--- config.mk ---
export PLATFORM = sky130hd
export DESIGN_NAME = apb_sample_fetcher_flat
export DESIGN_NICKNAME = d
export VERILOG_FILES = /design/src/rtl/apb_sample_fetcher_if.sv /design/src/rtl/apb_sample_fetcher.sv /design/src/flat_wrapper.sv
export SDC_FILE = /design/constraint.sdc
export NUM_CORES = 1
export LEC_CHECK = 0
export CAP_MARGIN = 20
export CORE_AREA = 3 3 138 140
export DETAILED_ROUTE_END_ITERATION = 7
export DIE_AREA = 0 0 141 143
export PLACE_DENSITY = 0.73
export SYNTH_ARGS = -nofsm -noshare
export SYNTH_HDL_FRONTEND = slang
export SYNTH_SLANG_ARGS = --single-unit
--- constraint.sdc ---
create_clock -name sysclk -period 2.61 [get_ports sysclk]
set_input_delay 0.522 -clock sysclk [delete_from_list [all_inputs] [get_ports sysclk]]
set_output_delay 0.522 -clock sysclk [all_outputs]
set_load 0.05 [all_outputs]
--- src/rtl/apb_sample_fetcher_if.sv ---
// APB requester/completer signal bundle for the sample fetcher.
//   master : drives PSEL, PENABLE, PWRITE, PADDR, PWDATA; receives PRDATA, PREADY, PSLVERR
//   slave  : the completer view of the same signals
interface apb_sample_fetcher_if;
  logic        PSEL;
  logic        PENABLE;
  logic        PWRITE;
  logic [11:0] PADDR;
  logic [31:0] PWDATA;
  logic [15:0] PRDATA;
  logic        PREADY;
  logic        PSLVERR;

  modport master (
    output PSEL, PENABLE, PWRITE, PADDR, PWDATA,
    input  PRDATA, PREADY, PSLVERR
  );

  modport slave (
    input  PSEL, PENABLE, PWRITE, PADDR, PWDATA,
    output PRDATA, PREADY, PSLVERR
  );
endinterface

--- src/rtl/apb_sample_fetcher.sv ---
// APB sample fetcher: on each rising edge of irq, performs one APB read from SAMPLE_ADDR and
// pushes PRDATA[11:0] into a first-word-fall-through FIFO.
//
// Ports:
//   sysclk        single clock, rising edge
//   reset         synchronous active-high reset
//   irq           sample-ready interrupt (rising edge triggers a read)
//   apb           APB requester (master modport of apb_sample_fetcher_if)
//   sample_data   FIFO head, 0 when empty
//   sample_valid  FIFO non-empty
//   sample_ready  consumer pop
//   fifo_count    FIFO occupancy
//   overflow      sticky: lost trigger or dropped sample
//   bus_err       sticky: PSLVERR response (or ACCESS timeout when enabled)
//   clr_flags     clears overflow and bus_err, wins over a same-cycle set
//
// Build option: define FETCH_TIMEOUT_EN to abort an ACCESS phase after TIMEOUT cycles
// without PREADY. Without it the requester waits in ACCESS indefinitely.
module apb_sample_fetcher #(
  parameter int unsigned DEPTH       = 16,
  parameter logic [11:0] SAMPLE_ADDR = 12'h000,
  parameter int unsigned TIMEOUT     = 15
) (
  input  logic                     sysclk,
  input  logic                     reset,
  input  logic                     irq,
  apb_sample_fetcher_if.master     apb,
  output logic [11:0]              sample_data,
  output logic                     sample_valid,
  input  logic                     sample_ready,
  output logic [$clog2(DEPTH):0]   fifo_count,
  output logic                     overflow,
  output logic                     bus_err,
  input  logic                     clr_flags
);

  localparam int unsigned AW   = $clog2(DEPTH);
  localparam int unsigned CntW = AW + 1;

  if (DEPTH < 2 || DEPTH > 256 || (DEPTH & (DEPTH - 1)) != 0) begin : g_bad_depth
    $error("DEPTH must be a power of 2 in 2..256");
  end
  if (TIMEOUT < 1 || TIMEOUT > 255) begin : g_bad_timeout
    $error("TIMEOUT must be in 1..255");
  end

  typedef enum logic [1:0] {StIdle, StSetup, StAccess} state_e;

  state_e           state_q, state_d;
  logic             pending_q, pending_d;
  logic             irq_d_q, irq_d_d;
  logic [AW-1:0]    wr_ptr_q, wr_ptr_d;
  logic [AW-1:0]    rd_ptr_q, rd_ptr_d;
  logic [CntW-1:0]  count_q, count_d;
  logic             overflow_q, overflow_d;
  logic             bus_err_q, bus_err_d;
  logic [11:0]      mem_q [DEPTH];
  logic [11:0]      mem_d [DEPTH];

  logic trigger;
  logic timeout;
  logic ovf_trig;
  logic push_req;
  logic push;
  logic pop;
  logic full;
  logic ovf_full;
  logic err_rsp;

  // Only the low 12 bits of PRDATA carry the sample.
  logic unused_prdata_hi;
  assign unused_prdata_hi = ^apb.PRDATA[15:12];

  assign trigger = irq & ~irq_d_q;
  assign irq_d_d = irq;

  // APB requester outputs follow the registered state.
  assign apb.PSEL    = (state_q != StIdle);
  assign apb.PENABLE = (state_q == StAccess);
  assign apb.PWRITE  = 1'b0;
  assign apb.PADDR   = SAMPLE_ADDR;
  assign apb.PWDATA  = 32'h0;

`ifdef FETCH_TIMEOUT_EN
  logic [7:0] tmo_cnt_q, tmo_cnt_d;

  // Counts consecutive ACCESS cycles without PREADY; fires on the TIMEOUT-th one.
  always_comb begin
    tmo_cnt_d = '0;
    timeout   = 1'b0;
    if (state_q == StAccess && !apb.PREADY) begin
      if (tmo_cnt_q == 8'(TIMEOUT - 1)) begin
        timeout = 1'b1;
      end else begin
        tmo_cnt_d = tmo_cnt_q + 8'd1;
      end
    end
  end

  always_ff @(posedge sysclk) begin
    if (reset) begin
      tmo_cnt_q <= '0;
    end else begin
      tmo_cnt_q <= tmo_cnt_d;
    end
  end
`else
  assign timeout = 1'b0;
`endif

  // Transfer FSM and single-deep trigger pending slot.
  always_comb begin
    state_d   = state_q;
    pending_d = pending_q;
    ovf_trig  = 1'b0;
    unique case (state_q)
      StIdle: begin
        if (trigger || pending_q) begin
          state_d   = StSetup;
          // Pending is consumed on SETUP entry; a fresh edge alongside it re-arms the slot.
          pending_d = trigger & pending_q;
        end
      end
      StSetup: begin
        state_d = StAccess;
      end
      StAccess: begin
        if (apb.PREADY || timeout) begin
          state_d = StIdle;
        end
      end
      default: begin
        state_d = StIdle;
      end
    endcase
    if (state_q != StIdle && trigger) begin
      if (pending_q) begin
        ovf_trig = 1'b1;
      end else begin
        pending_d = 1'b1;
      end
    end
  end

  // FIFO control.
  assign sample_valid = (count_q != '0);
  assign full         = (count_q == CntW'(DEPTH));
  assign pop          = sample_valid & sample_ready;
  assign push_req     = (state_q == StAccess) & apb.PREADY & ~apb.PSLVERR;
  // A pop in the same cycle frees the slot, so a full FIFO still accepts the push.
  assign push         = push_req & (~full | pop);
  assign ovf_full     = push_req & full & ~pop;
  assign err_rsp      = ((state_q == StAccess) & apb.PREADY & apb.PSLVERR) | timeout;

  always_comb begin
    mem_d    = mem_q;
    wr_ptr_d = wr_ptr_q;
    rd_ptr_d = rd_ptr_q;
    count_d  = count_q;
    if (push) begin
      mem_d[wr_ptr_q] = apb.PRDATA[11:0];
      wr_ptr_d        = wr_ptr_q + 1'b1;
    end
    if (pop) begin
      rd_ptr_d = rd_ptr_q + 1'b1;
    end
    unique case ({push, pop})
      2'b10:   count_d = count_q + 1'b1;
      2'b01:   count_d = count_q - 1'b1;
      default: count_d = count_q;
    endcase
  end

  always_comb begin
    overflow_d = clr_flags ? 1'b0 : (overflow_q | ovf_trig | ovf_full);
    bus_err_d  = clr_flags ? 1'b0 : (bus_err_q | err_rsp);
  end

  always_ff @(posedge sysclk) begin
    if (reset) begin
      state_q    <= StIdle;
      pending_q  <= 1'b0;
      irq_d_q    <= 1'b0;
      wr_ptr_q   <= '0;
      rd_ptr_q   <= '0;
      count_q    <= '0;
      overflow_q <= 1'b0;
      bus_err_q  <= 1'b0;
    end else begin
      state_q    <= state_d;
      pending_q  <= pending_d;
      irq_d_q    <= irq_d_d;
      wr_ptr_q   <= wr_ptr_d;
      rd_ptr_q   <= rd_ptr_d;
      count_q    <= count_d;
      overflow_q <= overflow_d;
      bus_err_q  <= bus_err_d;
    end
  end

  // Storage needs no reset: empty entries are masked at the output.
  always_ff @(posedge sysclk) begin
    if (!reset) begin
      mem_q <= mem_d;
    end
  end

  assign sample_data = sample_valid ? mem_q[rd_ptr_q] : 12'h000;
  assign fifo_count  = count_q;
  assign overflow    = overflow_q;
  assign bus_err     = bus_err_q;

endmodule

--- src/flat_wrapper.sv ---
// flat-port wrapper written by rule: the top's interface ports become plain ports
module apb_sample_fetcher_flat 
#(
  parameter int unsigned DEPTH       = 16,
  parameter logic [11:0] SAMPLE_ADDR = 12'h000,
  parameter int unsigned TIMEOUT     = 15
)
  (sysclk, reset, irq, sample_data, sample_valid, sample_ready, fifo_count, overflow, bus_err, clr_flags, apb_PSEL, apb_PENABLE, apb_PWRITE, apb_PADDR, apb_PWDATA, apb_PRDATA, apb_PREADY, apb_PSLVERR);
  apb_sample_fetcher_if apb_i ();
  input  logic sysclk;
  input  logic reset;
  input  logic irq;
  output logic [11:0] sample_data;
  output logic sample_valid;
  input  logic sample_ready;
  output logic [$clog2(DEPTH):0] fifo_count;
  output logic overflow;
  output logic bus_err;
  input  logic clr_flags;
  output wire logic [$bits(apb_i.PSEL)-1:0] apb_PSEL;
  output wire logic [$bits(apb_i.PENABLE)-1:0] apb_PENABLE;
  output wire logic [$bits(apb_i.PWRITE)-1:0] apb_PWRITE;
  output wire logic [$bits(apb_i.PADDR)-1:0] apb_PADDR;
  output wire logic [$bits(apb_i.PWDATA)-1:0] apb_PWDATA;
  input wire logic [$bits(apb_i.PRDATA)-1:0] apb_PRDATA;
  input wire logic [$bits(apb_i.PREADY)-1:0] apb_PREADY;
  input wire logic [$bits(apb_i.PSLVERR)-1:0] apb_PSLVERR;
  assign apb_PSEL = apb_i.PSEL;
  assign apb_PENABLE = apb_i.PENABLE;
  assign apb_PWRITE = apb_i.PWRITE;
  assign apb_PADDR = apb_i.PADDR;
  assign apb_PWDATA = apb_i.PWDATA;
  assign apb_i.PRDATA = apb_PRDATA;
  assign apb_i.PREADY = apb_PREADY;
  assign apb_i.PSLVERR = apb_PSLVERR;
  apb_sample_fetcher #(.DEPTH(DEPTH), .SAMPLE_ADDR(SAMPLE_ADDR), .TIMEOUT(TIMEOUT)) u_core (.sysclk(sysclk), .reset(reset), .irq(irq), .apb(apb_i), .sample_data(sample_data), .sample_valid(sample_valid), .sample_ready(sample_ready), .fifo_count(fifo_count), .overflow(overflow), .bus_err(bus_err), .clr_flags(clr_flags));
endmodule
# Word level (Yosys, flattened, before mapping)
# Cells that the tools add are included.
[op_classes]
add_sub_neg = 4
n_lt_le_gt_ge = 3
eq_ne = 7
mux = 17
bitwise = 20
n_reduce_logical = 10
[op_table]
columns = ["op", "count"]
rows = [
  ["192-bit bitwise mux", 1],
  ["12-bit binary-select mux with 4-bit select", 1],
  ["12-bit demux with 4-bit select", 1],
  ["12-bit 2-to-1 mux", 4],
  ["5-bit greater-or-equal comparator, second input constant", 2],
  ["4-bit inverter with 5-bit output", 2],
  ["5-bit case mux with 2 select lines", 1],
  ["1-bit bitwise AND", 9],
  ["4-bit by 1-bit adder with 4-bit output, second input constant", 2],
  ["1-bit 2-to-1 mux", 6],
  ["2-bit case mux with 3 select lines", 1],
  ["5-bit by 1-bit adder with 5-bit output, second input constant", 1],
  ["5-bit == test, second input constant", 1],
  ["5-bit by 1-bit less-than comparator with 1-bit output, second input constant", 1],
  ["1-bit inverter", 5],
  ["5-bit nonzero test", 1],
  ["5-bit by 1-bit subtractor with 5-bit output, second input constant", 1],
  ["2-bit by 1-bit == test with 1-bit output, second input constant", 2],
  ["2-bit == test, second input constant", 2],
  ["2-bit 2-to-1 mux", 2],
  ["2-bit by 1-bit != test with 1-bit output, second input constant", 2],
  ["1-bit bitwise OR", 4],
  ["2-bit AND reduction", 2],
  ["2-bit nonzero test", 2],
  ["4 further kinds", 5],
]
[totals]
reg_bits = 211
input_bits = 23
out_inout_bits = 67

# Longest topological paths before layout
[logic_depth]
depth_word = 7
ltp_mapped = 12
mapped_depth_nobuf = 10

# Worst setup path after synthesis
# OpenSTA, ideal clock, no wires.
[synth_timing]
path_type = "flip-flop to flip-flop"
from = "register u_core.count_q[1] (netlist: u_core.fifo_count[1])"
to = "register u_core.count_q[4] (netlist: u_core.fifo_count[4])"
setup_ns = 0.106
arrival_ns = 2.924
required_time_ns = 2.504
slack_ns = -0.420
path_stages_with_launch = 13
n_path_buf = 2
synth_period_minus_slack_ns = 3.030
path_cell_list = "dfxtp_1 buf_2 or4_4 o21ai_2 inv_1 ha_1 buf_2 xor2_1 ha_1 a21oi_2 a32oi_1 or4_1 o311ai_0"
[synth_via]
elab_chain_cells = 6
[synth_lines]
columns = ["element", "line", "text"]
rows = [
  ["from (decl)", "apb_sample_fetcher.sv:54", "logic [CntW-1:0] count_q, count_d;"],
  ["from (signal assigned)", "apb_sample_fetcher.sv:195", "count_q <= count_d;"],
  ["5-bit nonzero test *", "apb_sample_fetcher.sv:146", "assign sample_valid = (count_q != '0);"],
  ["1-bit bitwise AND *", "apb_sample_fetcher.sv:148", "assign pop = sample_valid & sample_ready;"],
  ["via u_core.pop", "apb_sample_fetcher.sv:65", "logic pop;"],
  ["1-bit bitwise OR", "apb_sample_fetcher.sv:151", "assign push = push_req & (~full | pop);"],
  ["1-bit bitwise AND", "apb_sample_fetcher.sv:151", ""],
  ["2-bit by 1-bit == test with 1-bit output or 2-bit == test (tied branches)", "apb_sample_fetcher.sv:167", "unique case ({push, pop})"],
  ["5-bit case mux with 2 select lines or 2-bit nonzero test (tied branches)", "-", ""],
]
# Mark *: on every way through the listed nets, which the timed path passes. The rest lies on a longest branch.
# A chain may end at the register's enable or synchronous reset.

# Worst setup path in the final report
[layout_timing]
from = "register u_core.rd_ptr_q[1]"
to = "output port sample_data[3]"
[layout_via]
elab_chain_cells = 5
[layout_lines]
columns = ["element", "line", "text"]
rows = [
  ["from (decl)", "apb_sample_fetcher.sv:53", "logic [AW-1:0] rd_ptr_q, rd_ptr_d;"],
  ["from (signal assigned)", "apb_sample_fetcher.sv:194", "rd_ptr_q <= rd_ptr_d;"],
  ["4-bit inverter with 5-bit output (implied by the code)", "apb_sample_fetcher.sv:208", "assign sample_data = sample_valid ? mem_q[rd_ptr_q] : 12'h000;"],
  ["12-bit binary-select mux with 4-bit select", "apb_sample_fetcher.sv:208", ""],
  ["12-bit 2-to-1 mux (implied by the code) (2 in a row)", "apb_sample_fetcher.sv:208", ""],
  ["12-bit 2-to-1 mux", "apb_sample_fetcher.sv:208", ""],
  ["to (decl)", "flat_wrapper.sv:13", "output logic [11:0] sample_data;"],
]
# No other way between the ends. The select of a mux whose other input is x is not followed.

==> impl_metrics.env <==
export IMPL_avgSynthCellArea_sq_um=17.73
export IMPL_fp_coreArea_sq_um=17960
export IMPL_critPathArrivalTime_ns=2.27
export IMPL_dp_cells=793
export IMPL_grt_first_pass_wirelength_mm=28.86
export IMPL_io_buffers=40
export IMPL_synth_seq_cells=211
export IMPL_vias=4838
export IMPL_hold_viol=0
export IMPL_start_kind="flip-flop"
export IMPL_fp_dieH_um=143
export IMPL_start_util_pct=49.55
export IMPL_ys_warn_count=0
export IMPL_min_period_ns=2.795
export IMPL_worst_pin_slew_ns=0.6213
export IMPL_vias_per_cell=5.672
export IMPL_die_area_sq_um=20160
export IMPL_n_antenna_cell=0
export IMPL_yosysTopAreaCell="edfxtp_1"
export IMPL_netlist_area_sq_um=8901
export IMPL_antenna_found_initial=0
export IMPL_setup_ws_ns=-0.1848
export IMPL_numCtsBuffers=22
export IMPL_slew_headroom_pct=58.45
export IMPL_synth_flop_cell="edfxtp_1"
export IMPL_placed_cell_area_sq_um=9774
export IMPL_nFillCells=1244
export IMPL_routed_wl_mm=19.37
export IMPL_synth_cell_type_count=46
export IMPL_criticalPathCategory="reg2out"
export IMPL_rows=49
export IMPL_synth_async_sr_flop_share_pct=0
export IMPL_status="finished with violations"
export IMPL_remaining_drc_errors=0
export IMPL_hp_class="reg2reg"
export IMPL_fin_crit_sh_pct=107.1
export IMPL_insertion_delay_ns=0.49
export IMPL_timing_fmax_ghz=0.3578
export IMPL_yosys_top_cells_area="edfxtp_1 65%, mux4_2 12%, buf_4 4.4%, dfxtp_1 4.3%, a211oi_1 2.2%"
export IMPL_area_delta_synth_final_pct=23.85
export IMPL_io_pins=90
export IMPL_rsz0062_at_grt="yes"
export IMPL_maxCapViolCount=0
export IMPL_grt_max_degree=37
export IMPL_cts_buffer_depth=3
export IMPL_first_iter_violations=388
export IMPL_clk_pin_slew_ns=0.06
export IMPL_root_buffer="clkbuf_16"
export IMPL_gp_congestion=0.7906
export IMPL_gr_total_overflow=0
export IMPL_pwr_density_cell_nw_per_um2=982.9
export IMPL_fin_worst_skew_ns=0.009755
export IMPL_crit_fanout=4
export IMPL_drive_gt1_share_pct=35.74
export IMPL_vdd_drop_max_mv=1.051
export IMPL_multi_input_area_sq_um=2623
export IMPL_setup_viol=12
export IMPL_dr_pass1_iters=5
export IMPL_fin_cells=853
export IMPL_cts_sinks=211
export IMPL_synth_edf_count=192
export IMPL_grt_usage_pct=18.87
export IMPL_violations="negative setup slack"
export IMPL_final_cell_area_sq_um=11020
export IMPL_hpwl_mm=11.13
export IMPL_dp_slack_ns=-0.3404
export IMPL_leakage_uw=0.003682
export IMPL_seq_area_sq_um=6163
export IMPL_antenna_left=0
export IMPL_die_x_um=141
export IMPL_grt_pass1_vias=4966
export IMPL_htreeDepth=1
export IMPL_synth_top_area_share_pct=64.77
export IMPL_crit_required_ns=2.09
export IMPL_synthesis_instances=502
export IMPL_wire_per_inst_um=22.70
export IMPL_synth_seq_area_share_pct=69.05
export IMPL_cp_end_kind="primary output"
export IMPL_maxSlewViolCount=0
export IMPL_cts_tree="done"
export IMPL_nets=639
[Yosys cell counts (2+ instances only)]
library cell,n
o21ai_0,4
o211ai_1,2
or4_1,2
nor3b_1,2
xnor2_1,4
nand3_1,3
mux4_2,46
buf_2,9
nor2b_1,17
edfxtp_1,192
nor3_1,7
buf_6,3
buf_1,2
xor2_1,6
mux4_1,2
a21oi_1,3
inv_1,6
mux2i_1,16
buf_4,52
a31oi_1,3
ha_1,8
nand2b_1,5
a211oi_1,26
clkbuf_1,7
nand2_1,8
nor2_1,29
dfxtp_1,19
[power breakdown]
| group | total, uW | internal, uW | switching (uW) |
|---|---|---|---|
| sequential | 3850 | 3750 | 106 |
| clock | 3230 | 2000 | 1220 |
| combinational | 3760 | 1600 | 2150 |
| total | 10800 | 7350 | 3480 |
[per-layer routing]
layer	share of wire, %	track usage (%)	wire length (um)
met5	0	0	0
met4	2.5	6.017	489
met3	7.0	4.186	1355
met2	50	31.48	9643
met1	41	25.05	7878
[registers in the layout, indices dropped and copies added (netlist names)]
| register | flops |
|---|---|
| u_core.pending_q | 1 |
| u_core.state_q | 2 |
| u_core.wr_ptr_q | 4 |
| u_core.overflow | 1 |
| u_core.mem_q | 192 |
| u_core.rd_ptr_q | 4 |
| u_core.irq_d_q | 1 |
| u_core.fifo_count | 5 |
| u_core.bus_err | 1 |
[cell families after synthesis]
group / share of synthesized area, %
flops: 69.05
buf+inv: 6.171
xor+xnor: 0.9839
other cells: 0.04213
mux: 14.16
simple gates: 4.610
fa+ha+maj: 1.125
compound gates: 3.866
[worst max-delay path, stage by stage (launching register included)]
cell and delay, ns:
dfxtp_4 0.40, buf_12 0.12, buf_8 0.10, mux4_2 0.48, nor2b_1 0.16, a211oi_2 0.22
a211oi_1 0.08, buf_4 0.22
[path summary, 6_finish.rpt]
kind	startpoint	end	slack, ns	cells past startpoint
hold reg to reg	u_core.pending_q	u_core.pending_q	0.49	2
setup / recovery	u_core.rd_ptr_q[1]	sample_data[3]	-0.18	7
hold / removal	u_core.pending_q	u_core.pending_q	0.49	2
setup reg to reg	u_core.fifo_count[1]	u_core.fifo_count[4]	0.04	10
[layout make-up]
| class | instances | share of cell area, % |
|---|---|---|
| Timing Repair Buffer | 112 | 10.62 |
| Multi-Input combinational cell | 254 | 23.79 |
| Clock buffer | 27 | 5.357 |
| Tap cell | 229 | 2.599 |
| Sequential cell | 211 | 55.91 |
| Clock inverter | 13 | 1.487 |
| Inverter | 7 | 0.2383 |
[per-stage QoR]
stage / TNS, ns / util, % / hold WS (ns) / power, uW
3_5_place_dp: -3.222 / 54.41 / 0.4794 / 6950
5_1_grt: -2.496 / 61.37 / 0.5350 / 11260
4_1_cts: -2.495 / 60.44 / 0.4898 / 10520
6_report: -1.340 / 61.37 / 0.4901 / 10840
2_1_floorplan: -1.947 / - / 0.4553 / 6182
3_3_place_gp: -0.6373 / 54.41 / 0.4628 / 6898
[layout by cell type, fill, tap and decap left out, types with 6 or more instances in the layout]
master,instances
clkbuf_16,25
a211oi_2,22
mux4_2,48
mux2i_1,9
buf_12,11
nor2_1,28
nor2b_1,14
conb_1,45
buf_4,50
buf_6,20
edfxtp_1,192
ha_1,6
nand2_1,8
xor2_1,6
dfxtp_1,11
clkdlybuf4s50_1,27
[timing repair]
item	4_1_cts	5_1_grt
hold buffers	0	0
gates cloned	2	3
gates resized for setup	38	37
pin swaps	20	16
setup endpoints to repair	12	14
buffers inserted	13	6
(Power assumes the default switching activity.)
